<file path="src/rtl/alu_instr_encoder_if.sv">
// alu_instr_encoder_if: request/response bundle for the ALU instruction encoder
//  master: drives flush, op request fields and instr_ready_i; sees the encoded stream
//  slave : the encoder side of the same signals
interface alu_instr_encoder_if #(
  parameter int CNT_W = 16
);
  logic             flush_i;
  logic             op_valid_i;
  logic             op_ready_o;
  logic [3:0]       alu_op_i;
  logic             imm_sel_i;
  logic [4:0]       rd_i;
  logic [4:0]       rs1_i;
  logic [4:0]       rs2_i;
  logic [11:0]      imm_i;
  logic             instr_valid_o;
  logic             instr_ready_i;
  logic [31:0]      instr_o;
  logic             err_o;
  logic [CNT_W-1:0] instr_cnt_o;
  logic [CNT_W-1:0] err_cnt_o;
  modport master (
    output flush_i, op_valid_i, alu_op_i, imm_sel_i, rd_i, rs1_i, rs2_i, imm_i, instr_ready_i,
    input  op_ready_o, instr_valid_o, instr_o, err_o, instr_cnt_o, err_cnt_o
  );
  modport slave (
    input  flush_i, op_valid_i, alu_op_i, imm_sel_i, rd_i, rs1_i, rs2_i, imm_i, instr_ready_i,
    output op_ready_o, instr_valid_o, instr_o, err_o, instr_cnt_o, err_cnt_o
  );
endinterface

</file>
<file path="src/rtl/alu_instr_encoder.sv">
// alu_instr_encoder: encodes ALU ops into RV32I OP/OP-IMM words through an output FIFO
//  clk_i  : clock, rising edge
//  rst_ni : asynchronous active-low reset
//  bus    : slave side of alu_instr_encoder_if (op request in, instruction stream out,
//           error pulse and delivered/dropped counters)
module alu_instr_encoder #(
  parameter int DEPTH = 4,
  parameter int CNT_W = 16
) (
  input logic                clk_i,
  input logic                rst_ni,
  alu_instr_encoder_if.slave bus
);
  localparam int AW = $clog2(DEPTH);
  logic [31:0]      mem [DEPTH];
  logic [AW:0]      wptr, rptr;
  logic             full, empty, acc, push, pop, illegal, alt, shift;
  logic [2:0]       f3;
  logic [6:0]       f7;
  logic [11:0]      upper;
  logic [31:0]      enc;
  logic             err_q;
  logic [CNT_W-1:0] instr_cnt, err_cnt;
  always_comb begin
    f3 = 3'b000;
    case (bus.alu_op_i)
      4'd2:       f3 = 3'b001;
      4'd3:       f3 = 3'b010;
      4'd4:       f3 = 3'b011;
      4'd5:       f3 = 3'b100;
      4'd6, 4'd7: f3 = 3'b101;
      4'd8:       f3 = 3'b110;
      4'd9:       f3 = 3'b111;
      default:    f3 = 3'b000;
    endcase
  end
  assign alt     = bus.alu_op_i == 4'd1 || bus.alu_op_i == 4'd6;
  assign shift   = bus.alu_op_i == 4'd2 || bus.alu_op_i == 4'd6 || bus.alu_op_i == 4'd7;
  assign f7      = alt ? 7'b0100000 : 7'b0000000;
  // the top 12 bits carry rs2, the immediate, or func7 plus shamt for immediate shifts
  assign upper   = bus.imm_sel_i ? (shift ? {f7, bus.imm_i[4:0]} : bus.imm_i) : {f7, bus.rs2_i};
  assign enc     = {upper, bus.rs1_i, f3, bus.rd_i, bus.imm_sel_i ? 7'b0010011 : 7'b0110011};
  assign illegal = bus.alu_op_i > 4'd9 || (bus.alu_op_i == 4'd1 && bus.imm_sel_i);
  assign empty   = wptr == rptr;
  assign full    = wptr[AW] != rptr[AW] && wptr[AW-1:0] == rptr[AW-1:0];
  assign acc     = bus.op_valid_i && bus.op_ready_o;
  assign push    = acc && !illegal;
  assign pop     = bus.instr_valid_o && bus.instr_ready_i;
  assign bus.op_ready_o    = !full && !bus.flush_i;
  assign bus.instr_valid_o = !empty;
  assign bus.instr_o       = empty ? 32'h0 : mem[rptr[AW-1:0]];
  assign bus.err_o         = err_q;
  assign bus.instr_cnt_o   = instr_cnt;
  assign bus.err_cnt_o     = err_cnt;
  always_ff @(posedge clk_i or negedge rst_ni) begin
    if (!rst_ni) begin
      wptr      <= '0;
      rptr      <= '0;
      err_q     <= 1'b0;
      instr_cnt <= '0;
      err_cnt   <= '0;
    end else begin
      if (bus.flush_i) rptr <= wptr;
      else begin
        if (push) wptr <= wptr + 1'b1;
        if (pop)  rptr <= rptr + 1'b1;
      end
      err_q     <= acc && illegal;
      err_cnt   <= err_cnt + CNT_W'(acc && illegal);
      instr_cnt <= instr_cnt + CNT_W'(pop);
    end
  end
  always_ff @(posedge clk_i) begin
    if (push) mem[wptr[AW-1:0]] <= enc;
  end
endmodule

</file>
<file path="src/flat_wrapper.sv">
// flat-port wrapper written by rule: the top's interface ports become plain ports
module alu_instr_encoder_flat 
#(
  parameter int DEPTH = 4,
  parameter int CNT_W = 16
)
  (clk_i, rst_ni, bus_flush_i, bus_op_valid_i, bus_alu_op_i, bus_imm_sel_i, bus_rd_i, bus_rs1_i, bus_rs2_i, bus_imm_i, bus_instr_ready_i, bus_op_ready_o, bus_instr_valid_o, bus_instr_o, bus_err_o, bus_instr_cnt_o, bus_err_cnt_o);
  alu_instr_encoder_if #(.CNT_W(CNT_W)) bus_i ();
  input logic clk_i;
  input logic rst_ni;
  input wire logic [$bits(bus_i.flush_i)-1:0] bus_flush_i;
  input wire logic [$bits(bus_i.op_valid_i)-1:0] bus_op_valid_i;
  input wire logic [$bits(bus_i.alu_op_i)-1:0] bus_alu_op_i;
  input wire logic [$bits(bus_i.imm_sel_i)-1:0] bus_imm_sel_i;
  input wire logic [$bits(bus_i.rd_i)-1:0] bus_rd_i;
  input wire logic [$bits(bus_i.rs1_i)-1:0] bus_rs1_i;
  input wire logic [$bits(bus_i.rs2_i)-1:0] bus_rs2_i;
  input wire logic [$bits(bus_i.imm_i)-1:0] bus_imm_i;
  input wire logic [$bits(bus_i.instr_ready_i)-1:0] bus_instr_ready_i;
  output wire logic [$bits(bus_i.op_ready_o)-1:0] bus_op_ready_o;
  output wire logic [$bits(bus_i.instr_valid_o)-1:0] bus_instr_valid_o;
  output wire logic [$bits(bus_i.instr_o)-1:0] bus_instr_o;
  output wire logic [$bits(bus_i.err_o)-1:0] bus_err_o;
  output wire logic [$bits(bus_i.instr_cnt_o)-1:0] bus_instr_cnt_o;
  output wire logic [$bits(bus_i.err_cnt_o)-1:0] bus_err_cnt_o;
  assign bus_i.flush_i = bus_flush_i;
  assign bus_i.op_valid_i = bus_op_valid_i;
  assign bus_i.alu_op_i = bus_alu_op_i;
  assign bus_i.imm_sel_i = bus_imm_sel_i;
  assign bus_i.rd_i = bus_rd_i;
  assign bus_i.rs1_i = bus_rs1_i;
  assign bus_i.rs2_i = bus_rs2_i;
  assign bus_i.imm_i = bus_imm_i;
  assign bus_i.instr_ready_i = bus_instr_ready_i;
  assign bus_op_ready_o = bus_i.op_ready_o;
  assign bus_instr_valid_o = bus_i.instr_valid_o;
  assign bus_instr_o = bus_i.instr_o;
  assign bus_err_o = bus_i.err_o;
  assign bus_instr_cnt_o = bus_i.instr_cnt_o;
  assign bus_err_cnt_o = bus_i.err_cnt_o;
  alu_instr_encoder #(.DEPTH(DEPTH), .CNT_W(CNT_W)) u_core (.clk_i(clk_i), .rst_ni(rst_ni), .bus(bus_i));
endmodule
</file>
<file path="config.mk">
export PLATFORM = sky130hd
export DESIGN_NAME = alu_instr_encoder_flat
export DESIGN_NICKNAME = d
export VERILOG_FILES = /design/src/rtl/alu_instr_encoder_if.sv /design/src/rtl/alu_instr_encoder.sv /design/src/flat_wrapper.sv
export SDC_FILE = /design/constraint.sdc
export NUM_CORES = 1
export LEC_CHECK = 0
export CORE_UTILIZATION = 30
export DETAILED_ROUTE_END_ITERATION = 7
export GPL_TIMING_DRIVEN = 1
export MAX_ROUTING_LAYER = met4
export PLACE_DENSITY = 0.55
export SYNTH_ARGS = -nofsm -noshare
export SYNTH_HDL_FRONTEND = slang
export SYNTH_SLANG_ARGS = --single-unit
export TNS_END_PERCENT = 20
</file>
<file path="constraint.sdc">
create_clock -name clk_i -period 7.3 [get_ports clk_i]
set_clock_uncertainty 0.05 [all_clocks]
set_input_delay 1.095 -clock clk_i [delete_from_list [all_inputs] [get_ports clk_i]]
set_output_delay 1.095 -clock clk_i [all_outputs]
set_load 0.03 [all_outputs]
</file>
==> metrics.md, run 1 <==
| Metric | Value |
|---|---|
| Count of different cell masters after synthesis | `43` |
| Post-CTS setup buffer count | `0` |
| RSZ-0062 raised after global routing | `false` |
| Core area | `between 15000 and 20000 um2` |
| Worst-path maximum fanout | `30` |
| FFs w/ async S/R, synth | `27.27%` |
| Outcome | `finished, final reports clean` |
| Slew headroom | `about two fifths` |
| CTS root buf | `clkbuf_16` |
| DR vias | `3381` |
| PwrDens | `~400 nW/um2` |
| Drt via density | `4.569` |
| Prevailing post-synth register cell | `edfxtp_1` |
| Number of enable flip-flop cells after synthesis | `approximately 100` |
| Slowest CP cell | `dfrtp_2` |
| Max-cap viol count | `0` |
| CP required | `roughly 6200 ps` |
| Minimum clock period | `4303 ps` |
| Post-CTS Resized | `0` |
| Fin. max-slew vios | `0` |
| Worst slew pin tran | `just over 900 ps` |
| XOR/XNOR Fraction of Synth Area | `between 5 and 6%` |
| HP Class | `flop to flop` |
| Largest family of logic cells by synthesized area | `multiplexers` |
| Non-filler cells, final | `740` |
| TritonCTS clock tree | `yes` |
| Top cells by area, synth | `edfxtp_1 (51%), dfrtp_1 (16%), mux4_1 (8.6%)` |
| Startpoint types | `flop` |
| Number of DRC markers in iteration 0 | `about 140` |
| Initial antenna violation count | `0` |
| Starting Density | `roughly 31%` |
| Leakage | `just under 3 nW` |
| Die height | `between 100 and 150 um` |
| Largest stage delay, worst path | `about 960 ps` |
| Area Overhead vs Synth | `29.93%` |
| Maximum clock path buffer count | `2` |
| DIE WIDTH | `between 100 and 150 um` |
| Antenna cells | `0` |
| Yosys warns | `0` |
| Number of buffers and inverters on the critical path | `1` |
| Top cell type by total area after synthesis | `edfxtp_1` |
| Mapped Avg Cell Area | `between 15 and 20 um2` |
| Crit. End Element | `primary output` |
| Htree depth | `4` |
| Largest net degree at the start of global routing | `40` |
| FF+latch count, synth | `143` |
| Crit path max-delay family | `flip-flops` |
| Number of global-route vias before repair | `~3500` |
| Crit path cell chain | `xnor2_2, nand3_2, and2_1, clkdlybuf4s50_1` |
| Input/output buffers | `100` |
| Die ar. | `about 21000 um2` |
| Post-Route WL | `around 12 mm` |
| Finish-stage setup viols | `0` |
| Worst skew pair latency | `between 400 and 500 ps` |
| DRT antenna net count | `0` |
| CTS sink cnt | `around 140` |
| Clk pin slew, worst setup/hold paths | `60 ps` |
| TritonRoute pass-1 iters | `4` |
| Post-synth top cells | `edfxtp_1 (104), dfrtp_1 (39), and2_1 (32)` |
| Grt ovf | `0` |
| Sequential share of the synthesized area | `66.98%` |
| WS Path Type | `flop to primary output` |
| Rows | `slightly above 50` |
| Placed Cells incl. Taps | `about 710` |
| Nets | `508` |
| Mapped Area | `between 6000 and 7000 um2` |
| Final worst path period share | `58.95%` |
| Compound-Gate Fraction of Synth Area | `around 1.7%` |
| Share of layout cells above drive strength 1 | `between 10% and 20%` |
| Post-Synth Adder-Cell Area | `under 10%` |
| Per-cell routed wire length | `around 16 um` |
| All-Layer GR Usage | `between 10% and 20%` |
| Io pins | `104` |
| Hold Buf Count CTS | `0` |
| RePlAce Congestion | `around 0.76` |
| Worst vdd ir | `0.2357 mV` |
| CTS buffer count | `17` |
| Final Hold Fails | `0` |
| First-pass GRT wire length | `between 15 and 20 mm` |
| Crit path DAT | `around 3200 ps` |
| Most frequent cell after synthesis | `edfxtp_1` |
| Synth Area in Simple Gates | `8.689%` |
| Mux contribution to synthesized area | `about 12%` |
| Synth top area share | `about half` |
| Residual DRC | `0` |
| Post-route setup TNS | `0 ps` |
| Fmax | `roughly 0.23 GHz` |
| Post-DP HPWL | `between 7 and 8 mm` |
| Syn Inst Count | `about 360` |
registers in the layout, summed over array words and instances, names as in the netlist:
| register | flops |
|---|---|
| u_core.rptr | 3 |
| u_core.bus.err_o | 1 |
| u_core.mem | 104 |
| u_core.bus.instr_cnt_o | 16 |
| u_core.bus.err_cnt_o | 16 |
| u_core.wptr | 3 |
area by class of cell:
class                      instances  area (um2)
clock buffer                      18       429.2
clock inverter                    14       165.2
fill                            1805       11770
inverter                          10       37.54
multi-input combinational        189        1884
sequential                       143        4100
tap                              265       331.6
timing repair buffer             101        1003
cell families (layout without fill, tap and decap cells):
logic type | count (synthesis) | in the layout
buffers and inverters | 26 | 143
adder cells (fa/ha/maj) | 10 | 10
flip-flops | 143 | 143
AND/OR/NAND/NOR | 92 | 92
XOR/XNOR | 36 | 36
multiplexers | 34 | 34
other | 1 | 3
AO/OA/AOI/OAI | 14 | 14
through the flow:
stage / util [%] / total power [mW] / cell area, um2 / hold WS [ps] / worst slack (ps)
detailed placement: 37.31 / 2.401 / 7357 / 420.4 / 3288
global route: 40.33 / 3.393 / 7951 / 451.8 / 2733
finish: 40.33 / 3.231 / 7951 / 426.7 / 2997
global placement: 37.31 / 2.384 / 7357 / 413.3 / 3345
CTS: 40.33 / 3.282 / 7951 / 433.1 / 2831
floorplan: - / 1.933 / 6127 / 465.7 / 3998
where the power goes:
part / internal (mW) / switching [mW] / total (mW)
logic: 0.574 / 0.708 / 1.28
registers: 0.972 / 0.110 / 1.08
clock network: 0.536 / 0.332 / 0.867
placed cells by master (no fill, tap or decap), drive strengths merged, types with 3 or more instances in the layout:
master	count
edfxtp	104
clkinvlp	3
clkbuf	18
inv	12
o21ai	3
clkinv	6
clkdlybuf4s50	99
a31oi	3
conb	3
and4	6
dfrtp	39
mux4	26
mux2	6
nand2	15
xor2	14
ha	9
nand4	3
xnor2	22
and2	32
nor2	11
nand3	13
bufinv	3
a21oi	3
and3	5
final timing paths:
check,cells past startpoint,from,end,slack (ps)
setup / recovery,4,u_core.rptr[0],bus_instr_o[13],3000
hold / removal,1,u_core.bus.instr_cnt_o[15],u_core.bus.instr_cnt_o[15],430
setup reg to reg,10,u_core.rptr[0],u_core.bus.err_cnt_o[10],4240
hold reg to reg,1,u_core.bus.instr_cnt_o[15],u_core.bus.instr_cnt_o[15],430
max in group asynchronous,1,rst_ni,u_core.rptr[0],5830
min in group asynchronous,1,rst_ni,u_core.bus.err_cnt_o[14],760
layer usage:
layer / routed length, um / track usage (%) / vias to the layer above / part of all wire (%)
met5: 0 / - / - / 0
met2: 5693 / 19.94 / 104 / 47
li1: - / - / 1559 / -
met3: 629 / 3.192 / 18 / 5.2
met4: 216 / 5.873 / 0 / 1.8
met1: 5598 / 16.25 / 1700 / 46
No activity file was read; power rests on OpenSTA's default activity.
==> inputs of run 2 (changes only) <==
PLACE_DENSITY = 0.57   (was 0.55)
clock period = 3.85 ns   (was 7.3 ns; I/O delays follow)
==> metrics.md, run 2 (synthesis gave the netlist of run 1 again) <==
| Metric | Value |
|---|---|
| Max reg flops | `104 (unchanged)` |
| Final Instance Area | `7969 um2 (was 7951 um2)` |
| Slew headroom | `41.39% (was 39.00%)` |
| Max-cap viol count | `0 (unchanged)` |
| Stages on worst setup path | `4 (unchanged)` |
| Drt via density | `4.511 (was 4.569)` |
| Residual DRC | `0 (unchanged)` |
| RePlAce Congestion | `0.7843 (was 0.7560)` |
| Largest net degree at the start of global routing | `40 (unchanged)` |
| All-Layer GR Usage | `12.80% (was 12.99%)` |
| Total chip power | `6.092 mW (was 3.231 mW)` |
| Fin. max-slew vios | `0 (unchanged)` |
| Slowest CP cell | `mux4_1 (was dfrtp_2)` |
| TritonRoute pass-1 iters | `4 (unchanged)` |
| PwrDens | `764.5 nW/um2 (was 406.3 nW/um2)` |
| Worst slew pin tran | `879.1 ps (was 912.8 ps)` |
| First-pass GRT wire length | `18.82 mm (was 19.01 mm)` |
| Worst-path maximum fanout | `18 (was 30)` |
| WS Path Type | `flop to primary output (unchanged)` |
| Rows | `51 (unchanged)` |
| Grt ovf | `0 (unchanged)` |
| CTS sink cnt | `143 (unchanged)` |
| Leakage | `2.930 nW (was 2.920 nW)` |
| Area Overhead vs Synth | `30.22% (was 29.93%)` |
| Htree depth | `4 (unchanged)` |
| Startpoint types | `flop (unchanged)` |
| Antenna cells | `0 (unchanged)` |
| Worst Reg-to-Reg Cells | `10 (unchanged)` |
| Starting Density | `31.04% (unchanged)` |
| Core area | `19720 um2 (unchanged)` |
| TritonCTS clock tree | `yes (unchanged)` |
| Post-Route WL | `12.15 mm (was 12.14 mm)` |
| Post-CTS Resized | `0 (unchanged)` |
| Fmax | `between 0.2 and 0.3 GHz` |
| Maximum clock path buffer count | `2 (unchanged)` |
| Worst skew pair latency | `410 ps (about the same)` |
| Hold Buf Count CTS | `0 (unchanged)` |
| Crit path cell chain | `buf_4, mux4_1, and2_1, clkdlybuf4s50_1 (was xnor2_2, nand3_2, and2_1, clkdlybuf4s50_1)` |
| Number of DRC markers in iteration 0 | `101 (was 143)` |
| Worst vdd ir | `0.6744 mV (was 0.2357 mV)` |
| Per-cell routed wire length | `16.31 um (was 16.40 um)` |
| RSZ-0062 raised after global routing | `false (unchanged)` |
| Crit path DAT | `2900 ps (was 3160 ps)` |
| CTS root buf | `clkbuf_16 (unchanged)` |
| Number of global-route vias before repair | `3461 (was 3484)` |
| Initial antenna violation count | `0 (unchanged)` |
| Minimum clock period | `approximately 3500 ps` |
| Crit. End Element | `primary output (unchanged)` |
| Nets | `513 (was 508)` |
| Io pins | `104 (unchanged)` |
| Post-DP HPWL | `7.838 mm (was 7.633 mm)` |
| Finish-stage setup viols | `0 (unchanged)` |
| Final worst path period share | `about nine tenths` |
| Final Hold Fails | `0 (unchanged)` |
| Post-CTS setup buffer count | `0 (unchanged)` |
| Dpl cell area | `7395 um2 (was 7357 um2)` |
| CTS buffer count | `17 (unchanged)` |
| Die ar. | `20970 um2 (unchanged)` |
| Final core utilization | `40.42% (was 40.33%)` |
| Input/output buffers | `100 (unchanged)` |
| Commonest non-fill, non-tap cells in the layout | `edfxtp_1 (104), clkdlybuf4s50_1 (99), dfrtp_1 (38) (unchanged)` |
| HP Class | `primary input to async pin (was flop to flop)` |
| Number of buffers and inverters on the critical path | `2 (was 1)` |
| DIE WIDTH | `144.8 um (unchanged)` |
| Largest stage delay, worst path | `680 ps (was 960 ps)` |
| Crit path max-delay family | `buffers and inverters (was flip-flops)` |
| Outcome | `finished, final reports clean (unchanged)` |
| Clk pin slew, worst setup/hold paths | `60 ps (about the same)` |
| Post-route setup TNS | `0 ps (unchanged)` |
| Commonest non-fill, non-tap cell in the layout | `edfxtp_1 (unchanged)` |
| Share of layout cells above drive strength 1 | `13.13% (was 11.58%)` |
| CP required | `3220 ps (was 6150 ps)` |
| Die height | `144.8 um (unchanged)` |
| DR vias | `3361 (was 3381)` |
| DRT antenna net count | `0 (unchanged)` |
-- run 2: layer usage --
metal	vias up	track usage (%)	wire length, um
met5	-	-	0
met4	0	4.100	125
met3	11	3.916	603
met2	90	20.57	6081
met1	1694	15.38	5338
li1	1566	-	-
-- run 2: worst reg2reg max path: stages, from the launching register on --
cell	delay, ps
dfrtp_2	550
xnor2_2	420
nand3_2	170
nand2_1	100
nor2_1	50
ha_1	220
ha_1	200
and3_1	220
and4_1	260
and4_1	220
xor2_1	140
-- run 2: path summary, 6_finish.rpt --
| check | start | to | slack, ps |
|---|---|---|---|
| max | u_core.rptr[0] | bus_instr_o[5] | 330 |
| min | rst_ni | u_core.bus.err_cnt_o[15] | 240 |
| max reg2reg | u_core.rptr[0] | u_core.bus.err_cnt_o[10] | 1150 |
| min reg2reg | u_core.bus.err_cnt_o[15] | u_core.bus.err_cnt_o[15] | 430 |
| max in group asynchronous | rst_ni | u_core.rptr[0] | 2920 |
| min in group clk_i | u_core.bus.err_cnt_o[15] | u_core.bus.err_cnt_o[15] | 430 |
-- run 2: cell type report --
type / count / area [um2]
Timing Repair Buffer: 106 / 1041
Inverter: 10 / 37.54
Tap cell: 265 / 331.6
Fill cell: 1809 / 11750
Clock buffer: 17 / 425.4
Clock inverter: 15 / 148.9
Sequential cell: 143 / 4100
Multi-Input combinational cell: 189 / 1884
-- run 2: report_power, final --
group / switching (mW) / total [mW] / internal (mW)
Clock: 0.673 / 1.58 / 0.907
Combinational: 1.41 / 2.51 / 1.10
Sequential: 0.158 / 2.00 / 1.84
-- run 2: through the flow --
step	setup WS [ps]	hold WS [ps]	std cells
6_report	327.4	235.5	745
5_1_grt	114.4	292.2	745
4_1_cts	227.5	257.7	745
3_5_place_dp	536.7	423.3	713
3_3_place_gp	580.0	413.3	713
2_1_floorplan	1066	231.9	358
